<file path="src/rtl/dbg_cmd_sequencer_if.sv">
// Purpose : groups the byte-link, latch command and latch response signals of the debug sequencer.
// Latency : none (wires only).
// Backpressure: none; rx/tx/cmd are single-cycle strobes, tx pacing is by tx_done.
// master  : the sequencer side (consumes rx bytes and latch data, drives command and tx bytes).
// slave   : the environment side (UART rx/tx pair plus debug latch).
interface dbg_cmd_sequencer_if #(
    parameter int NB_BITS = 32,
    parameter int NB_BYTE = 8
);
    logic [NB_BYTE-1:0] rx_data;
    logic               rx_valid;
    logic [NB_BITS-1:0] cmd;
    logic               cmd_valid;
    logic [NB_BITS-1:0] resp;
    logic [NB_BYTE-1:0] tx_data;
    logic               tx_start;
    logic               tx_done;
    logic               busy;
    logic               drop;

    modport master (
        input  rx_data, rx_valid, resp, tx_done,
        output cmd, cmd_valid, tx_data, tx_start, busy, drop
    );

    modport slave (
        output rx_data, rx_valid, resp, tx_done,
        input  cmd, cmd_valid, tx_data, tx_start, busy, drop
    );
endinterface

</file>
<file path="src/rtl/dbg_cmd_sequencer.sv">
// Purpose : assembles 4 link bytes (big-endian) into a debug command, pulses it to the latch,
//           waits for the latch to settle and, for read opcodes 4/5/6, returns its data as 4 bytes.
// Latency : cmd_valid 1 cycle after the 4th byte; first tx_start NB_WAIT+2 cycles after cmd_valid.
// Backpressure: none on rx (bytes outside COLLECT are dropped and flagged sticky in drop);
//           tx is paced one byte per tx_start/tx_done pair with no timeout.
// Ports   : i_clk, i_rst (async, active-low); bus = dbg_cmd_sequencer_if.master
//           (rx_data/rx_valid in, cmd/cmd_valid out, resp in, tx_data/tx_start out,
//            tx_done in, busy/drop status out).
module dbg_cmd_sequencer #(
    parameter int NB_BITS = 32,
    parameter int NB_BYTE = 8,
    parameter int NB_OPC  = 16,
    parameter int NB_WAIT = 2
) (
    input  logic                  i_clk,
    input  logic                  i_rst,
    dbg_cmd_sequencer_if.master   bus
);

    localparam int WCNT_W = $clog2(NB_WAIT);
    localparam int REST_W = NB_BITS - NB_BYTE;

    typedef enum logic [2:0] {
        S_COLLECT,
        S_ISSUE,
        S_SETTLE,
        S_CAPTURE,
        S_TX_START,
        S_TX_WAIT
    } state_t;

    state_t              state;
    state_t              state_nxt;

    logic [1:0]          byte_cnt;
    logic [1:0]          tx_cnt;
    logic [WCNT_W-1:0]   wait_cnt;
    // Only the first three bytes need storing; the 4th comes straight off rx_data.
    logic [REST_W-1:0]   asm_lo;
    logic [NB_BITS-1:0]  cmd_word;
    // Bytes still to send after the one currently on tx_data.
    logic [REST_W-1:0]   tx_rest;
    logic [NB_BYTE-1:0]  tx_byte;
    logic                drop_flag;

    logic [NB_OPC-1:0]   opcode;
    logic                is_read;
    logic                rx_accept;
    logic                last_byte;
    logic                tx_adv;

    logic                cmd_valid_c;
    logic                tx_start_c;
    logic                busy_c;

    assign opcode    = cmd_word[NB_BITS-1 -: NB_OPC];
    assign is_read   = (opcode == NB_OPC'(4)) || (opcode == NB_OPC'(5)) ||
                       (opcode == NB_OPC'(6));
    assign rx_accept = (state == S_COLLECT) && bus.rx_valid;
    assign last_byte = rx_accept && (byte_cnt == 2'd3);
    assign tx_adv    = (state == S_TX_WAIT) && bus.tx_done;

    // State register
    always_ff @(posedge i_clk or negedge i_rst) begin
        if (!i_rst) begin
            state <= S_COLLECT;
        end else begin
            state <= state_nxt;
        end
    end

    // Next state and Moore outputs
    always_comb begin
        state_nxt   = state;
        cmd_valid_c = 1'b0;
        tx_start_c  = 1'b0;
        busy_c      = 1'b1;
        case (state)
            S_COLLECT: begin
                busy_c = 1'b0;
                if (last_byte) begin
                    state_nxt = S_ISSUE;
                end
            end
            S_ISSUE: begin
                // ISSUE always lasts exactly one cycle, so the strobe can never repeat back to back.
                cmd_valid_c = 1'b1;
                state_nxt   = S_SETTLE;
            end
            S_SETTLE: begin
                if (wait_cnt == '0) begin
                    state_nxt = is_read ? S_CAPTURE : S_COLLECT;
                end
            end
            S_CAPTURE: begin
                state_nxt = S_TX_START;
            end
            S_TX_START: begin
                tx_start_c = 1'b1;
                state_nxt  = S_TX_WAIT;
            end
            S_TX_WAIT: begin
                if (bus.tx_done) begin
                    state_nxt = (tx_cnt == 2'd3) ? S_COLLECT : S_TX_START;
                end
            end
            default: begin
                state_nxt = S_COLLECT;
            end
        endcase
    end

    // Datapath: assembly, command hold, settle counter, tx shift, drop flag
    always_ff @(posedge i_clk or negedge i_rst) begin
        if (!i_rst) begin
            byte_cnt  <= 2'd0;
            tx_cnt    <= 2'd0;
            wait_cnt  <= '0;
            asm_lo    <= '0;
            cmd_word  <= '0;
            tx_rest   <= '0;
            tx_byte   <= '0;
            drop_flag <= 1'b0;
        end else begin
            if (rx_accept) begin
                asm_lo   <= {asm_lo[REST_W-NB_BYTE-1:0], bus.rx_data};
                // Two-bit counter wraps to 0 on the 4th byte.
                byte_cnt <= byte_cnt + 2'd1;
            end
            if (last_byte) begin
                cmd_word <= {asm_lo, bus.rx_data};
            end

            if (state == S_ISSUE) begin
                wait_cnt <= WCNT_W'(NB_WAIT - 1);
            end else if ((state == S_SETTLE) && (wait_cnt != '0)) begin
                wait_cnt <= wait_cnt - 1'b1;
            end

            if (state == S_CAPTURE) begin
                tx_byte <= bus.resp[NB_BITS-1 -: NB_BYTE];
                tx_rest <= bus.resp[REST_W-1:0];
                tx_cnt  <= 2'd0;
            end else if (tx_adv) begin
                // After the last byte tx_data keeps its final value.
                if (tx_cnt != 2'd3) begin
                    tx_byte <= tx_rest[REST_W-1 -: NB_BYTE];
                end
                tx_rest <= tx_rest << NB_BYTE;
                tx_cnt  <= tx_cnt + 2'd1;
            end

            if (bus.rx_valid && (state != S_COLLECT)) begin
                drop_flag <= 1'b1;
            end
        end
    end

    assign bus.cmd       = cmd_word;
    assign bus.cmd_valid = cmd_valid_c;
    assign bus.tx_data   = tx_byte;
    assign bus.tx_start  = tx_start_c;
    assign bus.busy      = busy_c;
    assign bus.drop      = drop_flag;

endmodule

</file>
<file path="src/flat_wrapper.sv">
// flat-port wrapper written by rule: the top's interface ports become plain ports
module dbg_cmd_sequencer_flat 
#(
    parameter int NB_BITS = 32,
    parameter int NB_BYTE = 8,
    parameter int NB_OPC  = 16,
    parameter int NB_WAIT = 2
)
  (i_clk, i_rst, bus_rx_data, bus_rx_valid, bus_resp, bus_tx_done, bus_cmd, bus_cmd_valid, bus_tx_data, bus_tx_start, bus_busy, bus_drop);
  dbg_cmd_sequencer_if #(.NB_BITS(NB_BITS), .NB_BYTE(NB_BYTE)) bus_i ();
  input  logic i_clk;
  input  logic i_rst;
  input wire logic [$bits(bus_i.rx_data)-1:0] bus_rx_data;
  input wire logic [$bits(bus_i.rx_valid)-1:0] bus_rx_valid;
  input wire logic [$bits(bus_i.resp)-1:0] bus_resp;
  input wire logic [$bits(bus_i.tx_done)-1:0] bus_tx_done;
  output wire logic [$bits(bus_i.cmd)-1:0] bus_cmd;
  output wire logic [$bits(bus_i.cmd_valid)-1:0] bus_cmd_valid;
  output wire logic [$bits(bus_i.tx_data)-1:0] bus_tx_data;
  output wire logic [$bits(bus_i.tx_start)-1:0] bus_tx_start;
  output wire logic [$bits(bus_i.busy)-1:0] bus_busy;
  output wire logic [$bits(bus_i.drop)-1:0] bus_drop;
  assign bus_i.rx_data = bus_rx_data;
  assign bus_i.rx_valid = bus_rx_valid;
  assign bus_i.resp = bus_resp;
  assign bus_i.tx_done = bus_tx_done;
  assign bus_cmd = bus_i.cmd;
  assign bus_cmd_valid = bus_i.cmd_valid;
  assign bus_tx_data = bus_i.tx_data;
  assign bus_tx_start = bus_i.tx_start;
  assign bus_busy = bus_i.busy;
  assign bus_drop = bus_i.drop;
  dbg_cmd_sequencer #(.NB_BITS(NB_BITS), .NB_BYTE(NB_BYTE), .NB_OPC(NB_OPC), .NB_WAIT(NB_WAIT)) u_core (.i_clk(i_clk), .i_rst(i_rst), .bus(bus_i));
endmodule
</file>
<file path="config.mk">
export PLATFORM = sky130hd
export DESIGN_NAME = dbg_cmd_sequencer_flat
export DESIGN_NICKNAME = d
export VERILOG_FILES = /design/src/rtl/dbg_cmd_sequencer_if.sv /design/src/rtl/dbg_cmd_sequencer.sv /design/src/flat_wrapper.sv
export SDC_FILE = /design/constraint.sdc
export NUM_CORES = 1
export LEC_CHECK = 0
export CELL_PAD_IN_SITES_DETAIL_PLACEMENT = 1
export CELL_PAD_IN_SITES_GLOBAL_PLACEMENT = 1
export CORE_ASPECT_RATIO = 0.8
export CORE_MARGIN = 1
export CORE_UTILIZATION = 40
export DETAILED_ROUTE_END_ITERATION = 8
export HOLD_SLACK_MARGIN = 0.12
export PLACE_DENSITY_LB_ADDON = 0.1
export SLEW_MARGIN = 20
export SYNTH_ARGS = -nofsm -noshare
export SYNTH_HDL_FRONTEND = slang
export SYNTH_SLANG_ARGS = --single-unit
export TNS_END_PERCENT = 30
</file>
<file path="constraint.sdc">
create_clock -name i_clk -period 3.1 [get_ports i_clk]
set_clock_uncertainty 0.15 [all_clocks]
set_input_delay 0.31 -clock i_clk [delete_from_list [all_inputs] [get_ports i_clk]]
set_output_delay 0.31 -clock i_clk [all_outputs]
set_load 0.005 [all_outputs]
</file>
==> results.py <==
metrics = {
    "hold_path": {
        "hold_depth": 1,
        "worstHoldEndpoint": "u_core.bus.drop",
        "min-delay-start": "u_core.bus.drop",
        "hp-class": "flop to flop",
    },
    "route": {
        "postRouteWirelength_um": 8647,
        "detail_route.iter0.violations": 104,
        "drc": 0,
        "antenna_left": 0,
        "vias": 2547,
        "viasPerCell": 4.984,
        "avgRoutedWirePerCell_um": 16.92,
        "dr.pass1.iters": 4,
    },
    "placed_design": {
        "gp_congestion": 0.7220,
        "dp_hpwl_um": 5948,
        "io_buffers": 87,
        "placed_cell_area_sq_um": 5041,
        "place_ws_ps": 783.8,
    },
    "timing": {
        "rsz0062_at_grt": "false",
        "maxSlewViolCount": 0,
        "setup_tns_ps": 0,
        "fin_ws_ps": 695.7,
        "period_needed_ps": 2404,
        "hold_ws_ps": 319.3,
        "max_freq_ghz": 0.4159,
        "worstMarginPinSlew_ps": 771.6,
        "slew_headroom": 0.4856,
        "period_share": 0.7756,
        "finalSetupViolCount": 0,
        "hold_viol_final": 0,
    },
    "pwr": {
        "leakagePower_nw": 2.391,
        "pwr_density_cell_nw_per_um2": 973.6,
        "vdd_drop_max_mv": 0.4165,
    },
    "clock_tree": {
        "cts-buffers-inserted": 9,
        "insertion_delay_ps": 340,
        "root_buffer": "clkbuf_16",
        "cts-resized-gates": 0,
        "cts_tree": "yes",
        "clockBufferDepth": 2,
        "clk_pin_slew_worst_paths_ps": 70,
        "cts.sinks": 97,
        "h-tree-depth": 3,
    },
    "synthesis": {
        "yosysSeqAreaShare": 0.5893,
        "yosysWarnings": 0,
        "synth-xor-area-share": 0.004253,
        "synth-adder-area-share": 0.006075,
        "synth-compound-area-share": 0.05286,
        "syn_nets": 333,
        "synthTopCellsByArea": "dfrtp_1 59%, mux2_1 9.0%, mux2_2 8.2%",
        "syn_avg_cell_area_sq_um": 14.35,
        "synth_top_cell_by_area": "dfrtp_1",
        "synth_seq_cells": 97,
        "synth_flop_cell": "dfrtp_1",
        "synth.area.mux_share": 0.2500,
        "ys_types": 35,
        "async_flop_share": 1.000,
        "synth-simple-area-share": 0.05863,
        "syn_area_sq_um": 4119,
        "synth_edf_count": 0,
        "synth_cells": 287,
        "synth_top_family_by_area": "multiplexers",
        "synth_top_area_share": 0.5893,
    },
    "floorplan": {
        "rows": 32,
        "die_w_um": 115.5,
        "initial_core_util": 0.4199,
        "core_sq_um": 9809,
        "die-area_sq_um": 10710,
        "io_pins": 88,
        "die_h_um": 92.76,
    },
    "critical_path": {
        "worstReg2RegStart": "u_core.state[2]",
        "critPathMaxFanout": 12,
        "cp-end-kind": "output pin",
        "startpoint_type": "flop",
        "reg2reg_depth": 3,
        "regToRegEndpoint": "u_core.bus.cmd[12]",
        "cp_cell_sequence": "or3_1, clkdlybuf4s50_1",
        "cp_data_arrival_time_ps": 1940,
        "crit_slowest_cell": "or3_1",
        "r2r_slack_ps": 790,
        "crit_required_ps": 2640,
        "cp_slowest_stage_delay_ps": 600,
        "crit_type": "flop to output pin",
    },
    "cells_and_area": {
        "area_growth_pct": 30.22,
        "fin_util": 0.5468,
        "drive_gt1_frac": 0.1627,
        "final_cell_mix": "97 x dfrtp_1, 86 x clkdlybuf4s50_1, 33 x mux2_1",
        "antenna_cells": 0,
        "fin_nets": 416,
        "layout_commonest_cell": "dfrtp_1",
        "design_area_sq_um": 5364,
    },
    "job": {
        "drv_cap": 0,
    },
    "global_route": {
        "grt_pass1_wl_um": 14430,
        "grt_start_max_net_pins": 60,
        "grt_remaining_overflow": 0,
        "track_usage": 0.1802,
        "grt_pass1_vias": 2727,
        "antenna_found_initial": 0,
    },
    "outcome": {
        "status": "finished clean",
    },
}
-- timing repair --
item                                   4_1_cts  5_1_grt
buffers inserted                             0        0
hold buffers                                 1        0
endpoints found under the hold margin       58        0
-- registers in the layout, indices dropped and copies added (netlist names) --
| register | cells |
|---|---|
| u_core.byte_cnt | 2 |
| u_core.tx_cnt | 2 |
| u_core.bus.tx_data | 8 |
| u_core.asm_lo | 24 |
| u_core.tx_rest | 24 |
| u_core.bus.drop | 1 |
| u_core.bus.cmd | 32 |
| u_core.state | 3 |
| u_core.wait_cnt | 1 |
-- power by group --
part | internal, mW | switching [mW]
Clock | 0.706 | 0.454
Combinational | 1.13 | 0.605
Sequential | 1.88 | 0.446
Total | 3.72 | 1.51
-- per-stage QoR --
stage,cells,power [mW]
final,511,5.222
after global routing,511,5.558
after CTS,511,5.301
after detailed placement,494,4.105
after global placement,494,4.004
after floorplan,287,3.238
-- per-layer routing --
layer / up-vias / global-route usage / part of all wire
met5: - / 0 / 0
li1: 1178 / - / -
met1: 1304 / 0.2548 / 0.49
met3: 11 / 0.05236 / 0.041
met4: 0 / 0.05519 / 0.013
met2: 54 / 0.2655 / 0.46
-- cell type report --
| class | instances | area [sq um] |
|---|---|---|
| inverter | 2 | 7.507 |
| timing repair buffer | 91 | 913.4 |
| clock inverter | 5 | 80.08 |
| sequential | 97 | 2427 |
| multi-input combinational | 169 | 1533 |
| fill | 956 | 4446 |
| clock buffer | 11 | 232.7 |
| tap | 136 | 170.2 |
-- worst max-delay path: cells and delay by family, from the launching register on --
family,cells,cell delay [ps]
simple gates,1,600
flops,1,500
buf+inv,1,520
-- kinds of logic after synthesis --
family	Yosys count
compound gates	35
xor+xnor	2
buf+inv	21
flops	97
mux	90
simple gates	40
fa+ha+maj	2
-- worst max path at each step --
| stage | start | to | slack (ps) |
|---|---|---|---|
| global placement | u_core.state[2] | u_core.bus.cmd[8] | 840 |
| detailed placement | u_core.state[2] | u_core.bus.cmd[3] | 780 |
| floorplan | u_core.state[2] | u_core.asm_lo[14] | 1330 |
| CTS | u_core.state[2] | bus_busy | 690 |
| global route | u_core.state[2] | bus_busy | 630 |
| finish | u_core.state[2] | bus_busy | 700 |
-- cell usage after synthesis (all sizes together), types with 3 or more instances --
library cell and number:
nor4 3, a22o 8, nand2 18, o21ai 20
mux2i 17, dfrtp 97, nor2 5, clkbuf 3
buf 16, mux2 73
No activity file was read; power rests on OpenSTA's default activity.
